File: config.mk
export PLATFORM = sky130hd
export DESIGN_NAME = pipe_hazard_ctrl
export DESIGN_NICKNAME = d
export VERILOG_FILES = /design/src/rtl/pipe_ctrl_pkg.sv /design/src/rtl/fwd_sel.sv /design/src/rtl/pipe_hazard_ctrl.sv
export SDC_FILE = /design/constraint.sdc
export NUM_CORES = 1
export LEC_CHECK = 0
export BUFFER_PORTS_ARGS = -buffer_cell sky130_fd_sc_hd__buf_2
export CORE_AREA = 3 3 56 58
export CTS_CLUSTER_SIZE = 40
export DETAILED_ROUTE_END_ITERATION = 10
export DIE_AREA = 0 0 59 61
export PLACE_DENSITY_LB_ADDON = 0.15
export SYNTH_ARGS = -nofsm -noshare
export SYNTH_HDL_FRONTEND = slang
export SYNTH_SLANG_ARGS = --single-unit
File: constraint.sdc
create_clock -name CLK -period 2.6 [get_ports CLK]
set_clock_uncertainty 0.2 [all_clocks]
set_input_delay 0.26 -clock CLK [delete_from_list [all_inputs] [get_ports CLK]]
set_output_delay 0.26 -clock CLK [all_outputs]
set_load 0.02 [all_outputs]
File: src/rtl/pipe_ctrl_pkg.sv
// pipe_ctrl_pkg: shared types and encodings for the pipeline hazard controller.
package pipe_ctrl_pkg;

    // Controller modes: normal flow, frozen on a slow memory access, dead on timeout.
    typedef enum logic [1:0] {
        RUN     = 2'd0,
        MEMWAIT = 2'd1,
        FAULT   = 2'd2
    } state_t;

    // E-stage operand mux selects.
    localparam logic [1:0] FWD_RF = 2'b00;
    localparam logic [1:0] FWD_W  = 2'b01;
    localparam logic [1:0] FWD_M  = 2'b10;

    // R15 is the PC; it is never produced by a forwarded ALU result.
    localparam logic [3:0] REG_PC = 4'd15;

    // True when a writing stage targets the given source register (PC excluded).
    function automatic logic src_hit(input logic       we,
                                     input logic [3:0] wa,
                                     input logic [3:0] ra);
        return we && (wa == ra) && (ra != REG_PC);
    endfunction

endpackage

File: src/rtl/fwd_sel.sv
// fwd_sel: forwarding comparator for one E-stage operand; the M result
// shadows the older W result when both target the same register.
module fwd_sel
    import pipe_ctrl_pkg::*;
(
    input  logic [3:0] ra,
    input  logic       reg_write_m,
    input  logic [3:0] wa_m,
    input  logic       reg_write_w,
    input  logic [3:0] wa_w,
    output logic [1:0] sel
);

    // Priority encode M over W, register file otherwise.
    always_comb begin
        // NOTE: default assigned first so no path through the block can infer a latch.
        sel = FWD_RF;
        if (src_hit(reg_write_m, wa_m, ra)) begin
            sel = FWD_M;
        end else if (src_hit(reg_write_w, wa_w, ra)) begin
            sel = FWD_W;
        end
    end

endmodule

File: src/rtl/pipe_hazard_ctrl.sv
// pipe_hazard_ctrl: stall/flush/forward control for the 5-stage F/D/E/M/W pipe,
// with PC-redirect tracking and a memory-timeout bus fault.
// Build option: define HAZ_FWD_EN to enable E-stage operand forwarding; without
// it forwarding is off and any in-flight writer of a D source stalls the pipe.
module pipe_hazard_ctrl
    import pipe_ctrl_pkg::*;
#(
    parameter int TIMEOUT  = 16,
    parameter int PC_DEPTH = 3
) (
    input  logic       CLK,
    input  logic       RESET_N,
    input  logic [3:0] RA1D,
    input  logic [3:0] RA2D,
    input  logic [3:0] RA1E,
    input  logic [3:0] RA2E,
    input  logic [3:0] WA3E,
    input  logic [3:0] WA3M,
    input  logic [3:0] WA3W,
    input  logic       RegWriteE,
    input  logic       RegWriteM,
    input  logic       RegWriteW,
    input  logic       MemtoRegE,
    input  logic       PCSrcD,
    input  logic       BranchTakenE,
    input  logic       MemReqM,
    input  logic       MemReadyM,
    output logic [1:0] ForwardAE,
    output logic [1:0] ForwardBE,
    output logic       StallF,
    output logic       StallD,
    output logic       StallE,
    output logic       StallM,
    output logic       FlushD,
    output logic       FlushE,
    output logic       FlushW,
    output logic       BusFault
);

    localparam int PC_W = (PC_DEPTH > 1) ? $clog2(PC_DEPTH) : 1;
    localparam int TO_W = $clog2(TIMEOUT + 1);

    state_t          state, state_next;
    logic [PC_W-1:0] pc_cnt, pc_next;
    logic [TO_W-1:0] to_cnt, to_next;
    logic [1:0]      fwd_a, fwd_b;
    logic            data_stall;
    logic            pc_pend;

`ifdef HAZ_FWD_EN
    fwd_sel u_fwd_a (
        .ra          (RA1E),
        .reg_write_m (RegWriteM),
        .wa_m        (WA3M),
        .reg_write_w (RegWriteW),
        .wa_w        (WA3W),
        .sel         (fwd_a)
    );

    fwd_sel u_fwd_b (
        .ra          (RA2E),
        .reg_write_m (RegWriteM),
        .wa_m        (WA3M),
        .reg_write_w (RegWriteW),
        .wa_w        (WA3W),
        .sel         (fwd_b)
    );

    // Only a load in E cannot be forwarded in time; one bubble resolves it.
    assign data_stall = MemtoRegE && RegWriteE && ((WA3E == RA1D) || (WA3E == RA2D));
`else
    assign fwd_a = FWD_RF;
    assign fwd_b = FWD_RF;

    // No bypass paths: any pending writer of a D-stage source must drain first.
    assign data_stall = src_hit(RegWriteE, WA3E, RA1D) || src_hit(RegWriteE, WA3E, RA2D) ||
                        src_hit(RegWriteM, WA3M, RA1D) || src_hit(RegWriteM, WA3M, RA2D) ||
                        src_hit(RegWriteW, WA3W, RA1D) || src_hit(RegWriteW, WA3W, RA2D);

    logic unused_fwd_inputs;
    assign unused_fwd_inputs = ^{RA1E, RA2E, MemtoRegE};
`endif

    // A PC write is in flight from its D cycle until it retires PC_DEPTH cycles later.
    assign pc_pend = PCSrcD || (pc_cnt != '0);

    // Mode transitions, counter updates and the stall/flush/forward outputs.
    always_comb begin
        state_next = state;
        pc_next    = pc_cnt;
        to_next    = to_cnt;
        ForwardAE  = fwd_a;
        ForwardBE  = fwd_b;
        StallF     = 1'b0;
        StallD     = 1'b0;
        StallE     = 1'b0;
        StallM     = 1'b0;
        FlushD     = 1'b0;
        FlushE     = 1'b0;
        FlushW     = 1'b0;
        BusFault   = 1'b0;

        case (state)
            RUN: begin
                StallF = data_stall | pc_pend;
                StallD = data_stall;
                FlushD = pc_pend | BranchTakenE;
                FlushE = data_stall | BranchTakenE;
                if (MemReqM && !MemReadyM) begin
                    state_next = MEMWAIT;
                    to_next    = TO_W'(1);
                end
            end
            MEMWAIT: begin
                // Whole pipe frozen; W gets a bubble so no result retires twice.
                StallF = 1'b1;
                StallD = 1'b1;
                StallE = 1'b1;
                StallM = 1'b1;
                FlushW = 1'b1;
                if (MemReadyM) begin
                    state_next = RUN;
                    to_next    = '0;
                end else if (to_cnt == TO_W'(TIMEOUT)) begin
                    state_next = FAULT;
                end else begin
                    to_next = to_cnt + TO_W'(1);
                end
            end
            FAULT: begin
                StallF   = 1'b1;
                StallD   = 1'b1;
                StallE   = 1'b1;
                StallM   = 1'b1;
                FlushW   = 1'b1;
                BusFault = 1'b1;
            end
            default: begin
                state_next = RUN;
            end
        endcase

        // A new redirect restarts the window; the window only drains while M moves.
        if (PCSrcD && !StallD) begin
            pc_next = PC_W'(PC_DEPTH - 1);
        end else if ((pc_cnt != '0) && !StallM) begin
            pc_next = pc_cnt - PC_W'(1);
        end

        // Reset empties every stage and holds nothing.
        if (!RESET_N) begin
            ForwardAE = FWD_RF;
            ForwardBE = FWD_RF;
            StallF    = 1'b0;
            StallD    = 1'b0;
            StallE    = 1'b0;
            StallM    = 1'b0;
            FlushD    = 1'b1;
            FlushE    = 1'b1;
            FlushW    = 1'b1;
            BusFault  = 1'b0;
        end
    end

    // Controller registers with synchronous active-low reset.
    always_ff @(posedge CLK) begin
        // NOTE: non-blocking updates so every register sees pre-edge values.
        if (!RESET_N) begin
            state  <= RUN;
            pc_cnt <= '0;
            to_cnt <= '0;
        end else begin
            state  <= state_next;
            pc_cnt <= pc_next;
            to_cnt <= to_next;
        end
    end

endmodule

==> results of run 1 <==
area by class of cell:
type | count | share of cell area (%)
Multi-Input combinational cell | 111 | 62.24
Timing Repair Buffer | 36 | 14.81
Tap cell | 31 | 3.189
Inverter | 9 | 2.778
Clock buffer | 4 | 2.160
Sequential cell | 9 | 14.81
final timing paths:
kind	start	to	slack, ns	cells past startpoint
setup / recovery	RA2D[2]	StallF	0.34	8
hold / removal	PCSrcD	pc_cnt[0]	0.03	2
setup reg to reg	to_cnt[0]	to_cnt[3]	0.62	8
hold reg to reg	to_cnt[4]	to_cnt[4]	0.33	2
power groups by stage:
stage | logic [W] | clock network (W) | registers, W
finish | 0.000389 | 0.000112 | 0.000177
global route | 0.000436 | 0.000122 | 0.000181
CTS | 0.000393 | 0.000115 | 0.000177
detailed placement | 0.000391 | 0 | 0.000181
global placement | 0.000375 | 0 | 0.000180
floorplan | 0.000295 | 0 | 0.000177
registers in the layout, indices dropped and copies added, names as in the netlist:
signal and flops:
to_cnt 5, pc_cnt 2, state 2
kinds of logic after synthesis:
logic type | after synthesis | synth area share (%)
multiplexers | 1 | 0.9865
adder cells (fa/ha/maj) | 7 | 8.631
flip-flops | 9 | 17.76
AO/OA/AOI/OAI | 26 | 18.13
other | 1 | 0.3696
XOR/XNOR | 22 | 18.99
buffers and inverters | 18 | 8.755
AND/OR/NAND/NOR | 51 | 26.39
synthesized netlist by cell type (2+ instances only):
master / instances / area [um2]
a31oi_1: 3 / 18.77
buf_2: 2 / 10.01
nor2b_1: 3 / 18.77
dfxtp_1: 9 / 180.2
a21oi_1: 7 / 35.03
ha_1: 7 / 87.58
and2_1: 2 / 12.51
nor2_1: 13 / 48.80
xor2_1: 3 / 26.28
o211ai_1: 3 / 22.52
or2_2: 3 / 18.77
inv_1: 9 / 33.78
o21ai_1: 3 / 15.01
nand4_1: 8 / 50.05
buf_4: 5 / 37.54
nand2_1: 9 / 33.78
xnor2_1: 19 / 166.4
clkbuf_1: 2 / 7.510
nand3_1: 8 / 40.04
critical path, cell delays in order:
cell	delay, ns
buf_2	0.14
nand3_1	0.18
nand3_2	0.12
a21oi_1	0.07
or4_4	0.57
o31ai_2	0.23
a21oi_1	0.09
buf_2	0.16
routing by layer:
| layer | up-vias | wire length (um) |
|---|---|---|
| met5 | - | 0 |
| met4 | 0 | 19 |
| li1 | 528 | - |
| met2 | 28 | 1257 |
| met1 | 453 | 1095 |
| met3 | 2 | 136 |
per-stage QoR:
stage / hold slack [ns] / area, um2
after global placement: 0.2961 / 1190
final: 0.03066 / 1216
after global routing: 0.05957 / 1216
after detailed placement: 0.3162 / 1190
after floorplan: 0.1658 / 1026
after CTS: 0.03552 / 1216
==> flow_metrics.tcl, run 1 <==
set metrics [dict create \
    core_um2 2710 \
    clkTransAtPathRegs_ns 0.07 \
    power_w 0.0006786 \
    layout_common_cells "buf_2, xnor2_1, nor2_1" \
    clock_latency_ns 0.26 \
    gr-max-usage-layer "met2" \
    cts-hold-fix-buffers 0 \
    status "completed" \
    fmax_mhz 442.0 \
    drt_iter0_drc 39 \
    critPathLaunchType "input port" \
    cts_setup_buffers 0 \
    leakage_nw 0.5277 \
    dieHeight_um 61 \
    num-fill-cells 286 \
    wl_um 2508 \
    worstSetupPathType "input port to output pin" \
    grt_max_degree 13 \
    path_max_fanout 4 \
    start_util_pct 37.44 \
    finalSetupViolations 0 \
    hpwl_um 2119 \
    cts-root-buf "clkbuf_4" \
    area_growth_pct 19.85 \
    num_antenna_cells 0 \
    seqPwrFrac_pct 26.1 \
    pre_cts_ws_ns 0.3640 \
    min_period_ns 2.263 \
    wl_per_cell_um 12.54 \
    avgSynthCellArea_um2 7.516 \
    worstPathArrival_ns 1.80 \
    max-vdd-ir-drop_mv 0.3287 \
    grt_usage_pct 14.79 \
    finalCritPeriodShare_pct 87.02 \
    htreeDepth 1 \
    multi_input_area_um2 757.0 \
    cap_violations 0 \
    grt_antenna_before_repair 0 \
    die_area_um2 3599 \
    final-hold-violation-count 0 \
    synth_edf_count 0 \
    pin_count 50 \
    synth_warnings 0 \
    utilization_pct 44.88 \
    drive_above_1_share_pct 28.40 \
    final_nets 215 \
    cts_buffer_depth 2 \
    final-seq-area_um2 180.2 \
    clkPwrFrac_pct 16.5 \
    cts_inserted_buffers 3 \
    syn_inst 135 \
    antenna_left 0 \
    grt_pass1_vias 1002 \
    met1_usage_pct 16.48 \
    power_density_nw_per_um2 558.0 \
    fin_setup_tns_ns 0 \
    pwr-share-comb_pct 57.4 \
    cts_sinks 9 \
    final_cells 200 \
    vias 1011 \
    syn_area_um2 1015 \
    drv_slew 0 \
    grt-ovfl-total 0 \
    gr-usage-met2_pct 27.60 \
    cts_tree "yes" \
    yosys_register_bits 9 \
    drc 0 \
    synth_ff_type "dfxtp_1" \
    yosys.cell_types.count 36 \
    drt_pass1_iterations 4 \
    fp.dieW_um 59 \
    min_path_type "input port to flop" \
    fin_ws_ns 0.3374 \
    switching_power_w 0.0002981 \
    seq_area_frac_synth_pct 17.76 \
    netSwitchingFraction_pct 43.92 \
    io_buffers 36 \
    synthArstFlopShare_pct 0 \
    p_int_w 0.0003805 \
    crit_required_ns 2.14 \
    gp_congestion 0.8498 \
    fp-row-count 19 \
    viasPerCell 5.055 \
    cts_resized 0 \
    grt_use_met3_pct 1.702 \
    rsz0062_at_grt "false" \
    dpl.cell_count 196 \
    grt_pass1_wl_um 4119 \
    final_common_cell "buf_2" \
    worst_setup_path_end_kind "output pin" \
]
(Power assumes the default switching activity.)
==> inputs of run 2 (changes only) <==
--- a/config.mk
+++ b/config.mk
@@ -6,10 +6,10 @@
 export NUM_CORES = 1
 export LEC_CHECK = 0
 export BUFFER_PORTS_ARGS = -buffer_cell sky130_fd_sc_hd__buf_2
-export CORE_AREA = 3 3 56 58
+export CORE_AREA = 3 3 51 53
 export CTS_CLUSTER_SIZE = 40
 export DETAILED_ROUTE_END_ITERATION = 10
-export DIE_AREA = 0 0 59 61
+export DIE_AREA = 0 0 54 56
 export PLACE_DENSITY_LB_ADDON = 0.15
 export SYNTH_ARGS = -nofsm -noshare
 export SYNTH_HDL_FRONTEND = slang
==> constraint.sdc (replaced) <==
create_clock -name CLK -period 2.4 [get_ports CLK]
set_clock_uncertainty 0.2 [all_clocks]
set_input_delay 0.24 -clock CLK [delete_from_list [all_inputs] [get_ports CLK]]
set_output_delay 0.24 -clock CLK [all_outputs]
set_load 0.02 [all_outputs]
==> flow_metrics.tcl, run 2 (synthesis results as in run 1) <==
set metrics [dict create \
    status "completed" \
    power_density_nw_per_um2 596.7 \
    crit_chain "buf_2 -> nand3_1 -> nand3_2 -> a21oi_1 -> or4_4 -> o31ai_2 -> a21oi_1 -> buf_2" \
    grt_max_degree 13 \
    min_period_ns 2.202 \
    critPathMaxStageDelay_ns 0.56 \
    vias 1023 \
    fp-row-count 17 \
    cp.buffers_inverters 2 \
    cp.depth 8 \
    cts-root-buf "clkbuf_4" \
    pin_count 50 \
    worst_setup_path_end_kind "output pin" \
    num-fill-cells 212 \
    grt_pass1_wl_um 3788 \
    area_growth_pct 19.48 \
    fmax_mhz 454.0 \
    layout_common_cells "buf_2, xnor2_1, nor2_1" \
    worstHoldPathCells 2 \
    multi_input_area_um2 757.0 \
    leakage_nw 0.5277 \
    cts_sinks 9 \
    drt_iter0_drc 14 \
    top_regs "to_cnt: 5 flops, pc_cnt: 2 flops, state: 2 flops" \
    final_nets 215 \
    hpwl_um 1934 \
    cts_setup_buffers 0 \
    finalCritPeriodShare_pct 91.77 \
    viasPerCell 5.193 \
    dieHeight_um 56 \
    cts_buffer_depth 2 \
    worstSetupPathType "input port to output pin" \
    core_um2 2191 \
    drive_above_1_share_pct 28.40 \
    placed_area_um2 1186 \
    antenna_left 0 \
    fp.dieW_um 54 \
    crit_family "simple AND/OR/NAND/NOR gates" \
    cap_violations 0 \
    grt_pass1_vias 931 \
    cts_tree "yes" \
    gp_congestion 0.8504 \
    grt-ovfl-total 0 \
    max-vdd-ir-drop_mv 0.4136 \
    clkTransAtPathRegs_ns 0.07 \
    fin_setup_tns_ns 0 \
    cts_resized 0 \
    final_common_cell "buf_2" \
    cts-hold-fix-buffers 0 \
    start_util_pct 46.32 \
    die_area_um2 3024 \
    fin_ws_ns 0.1975 \
    clock_latency_ns 0.26 \
    ff2ff_path_depth 7 \
    grt_usage_pct 16.18 \
    drv_slew 0 \
    finalSetupViolations 0 \
    path_max_fanout 4 \
    wl_um 2250 \
    grt_antenna_before_repair 0 \
    wl_per_cell_um 11.42 \
    final-seq-area_um2 180.2 \
    htreeDepth 1 \
    pre_cts_ws_ns 0.2134 \
    fin_hold_ws_ns 0.01464 \
    drt_pass1_iterations 5 \
    cts_inserted_buffers 3 \
    critPathLaunchType "input port" \
    regMostFlops "to_cnt" \
    crit_required_ns 1.96 \
    utilization_pct 55.34 \
    rsz0062_at_grt "false" \
    drc 0 \
    largest_reg_flops 5 \
    io_buffers 36 \
    final-hold-violation-count 0 \
    num_antenna_cells 0 \
    worstPathArrival_ns 1.76 \
    min_path_type "input port to flop" \
    critPathSlowestCell "or4_4" \
    fin_area_um2 1212 \
]
==> run 2: cell counts in the layout (fill, tap and decap cells not counted) <==
Identical to the previous run, type by type.
==> run 2: final cells by class <==
cell class,count,area share [%]
sequential,9,14.86
inverter,9,2.786
clock buffer,4,2.167
multi-input combinational,111,62.44
tap,28,2.890
timing repair buffer,36,14.86
==> run 2: power breakdown <==
group          leakage [nW]  switching, W  internal (W)
clock                0.0150     0.0000533     0.0000640
sequential           0.0734     0.0000172      0.000175
combinational         0.439      0.000243      0.000172
total                 0.528      0.000313      0.000410
==> run 2: metrics by stage <==
stage,power (W),instances
2_1_floorplan,0.0005110,138
6_report,0.0007235,197
5_1_grt,0.0007966,197
3_3_place_gp,0.0005996,193
4_1_cts,0.0007283,197
3_5_place_dp,0.0006104,193
==> run 2: final timing paths <==
path	startpoint	endpoint	slack (ns)
setup / recovery	RA2D[1]	StallF	0.20
hold / removal	PCSrcD	pc_cnt[0]	0.01
setup reg to reg	state[0]	to_cnt[3]	0.46
hold reg to reg	to_cnt[4]	to_cnt[4]	0.32
==> run 2: routing by layer <==
metal	wire length, um	vias to the layer above	GRT usage, %	share of wire (%)
met4	34	0	6.762	1.5
li1	-	527	-	-
met2	1073	36	26.64	48
met5	0	-	0	0
met3	147	4	2.681	6.5
met1	994	456	20.03	44
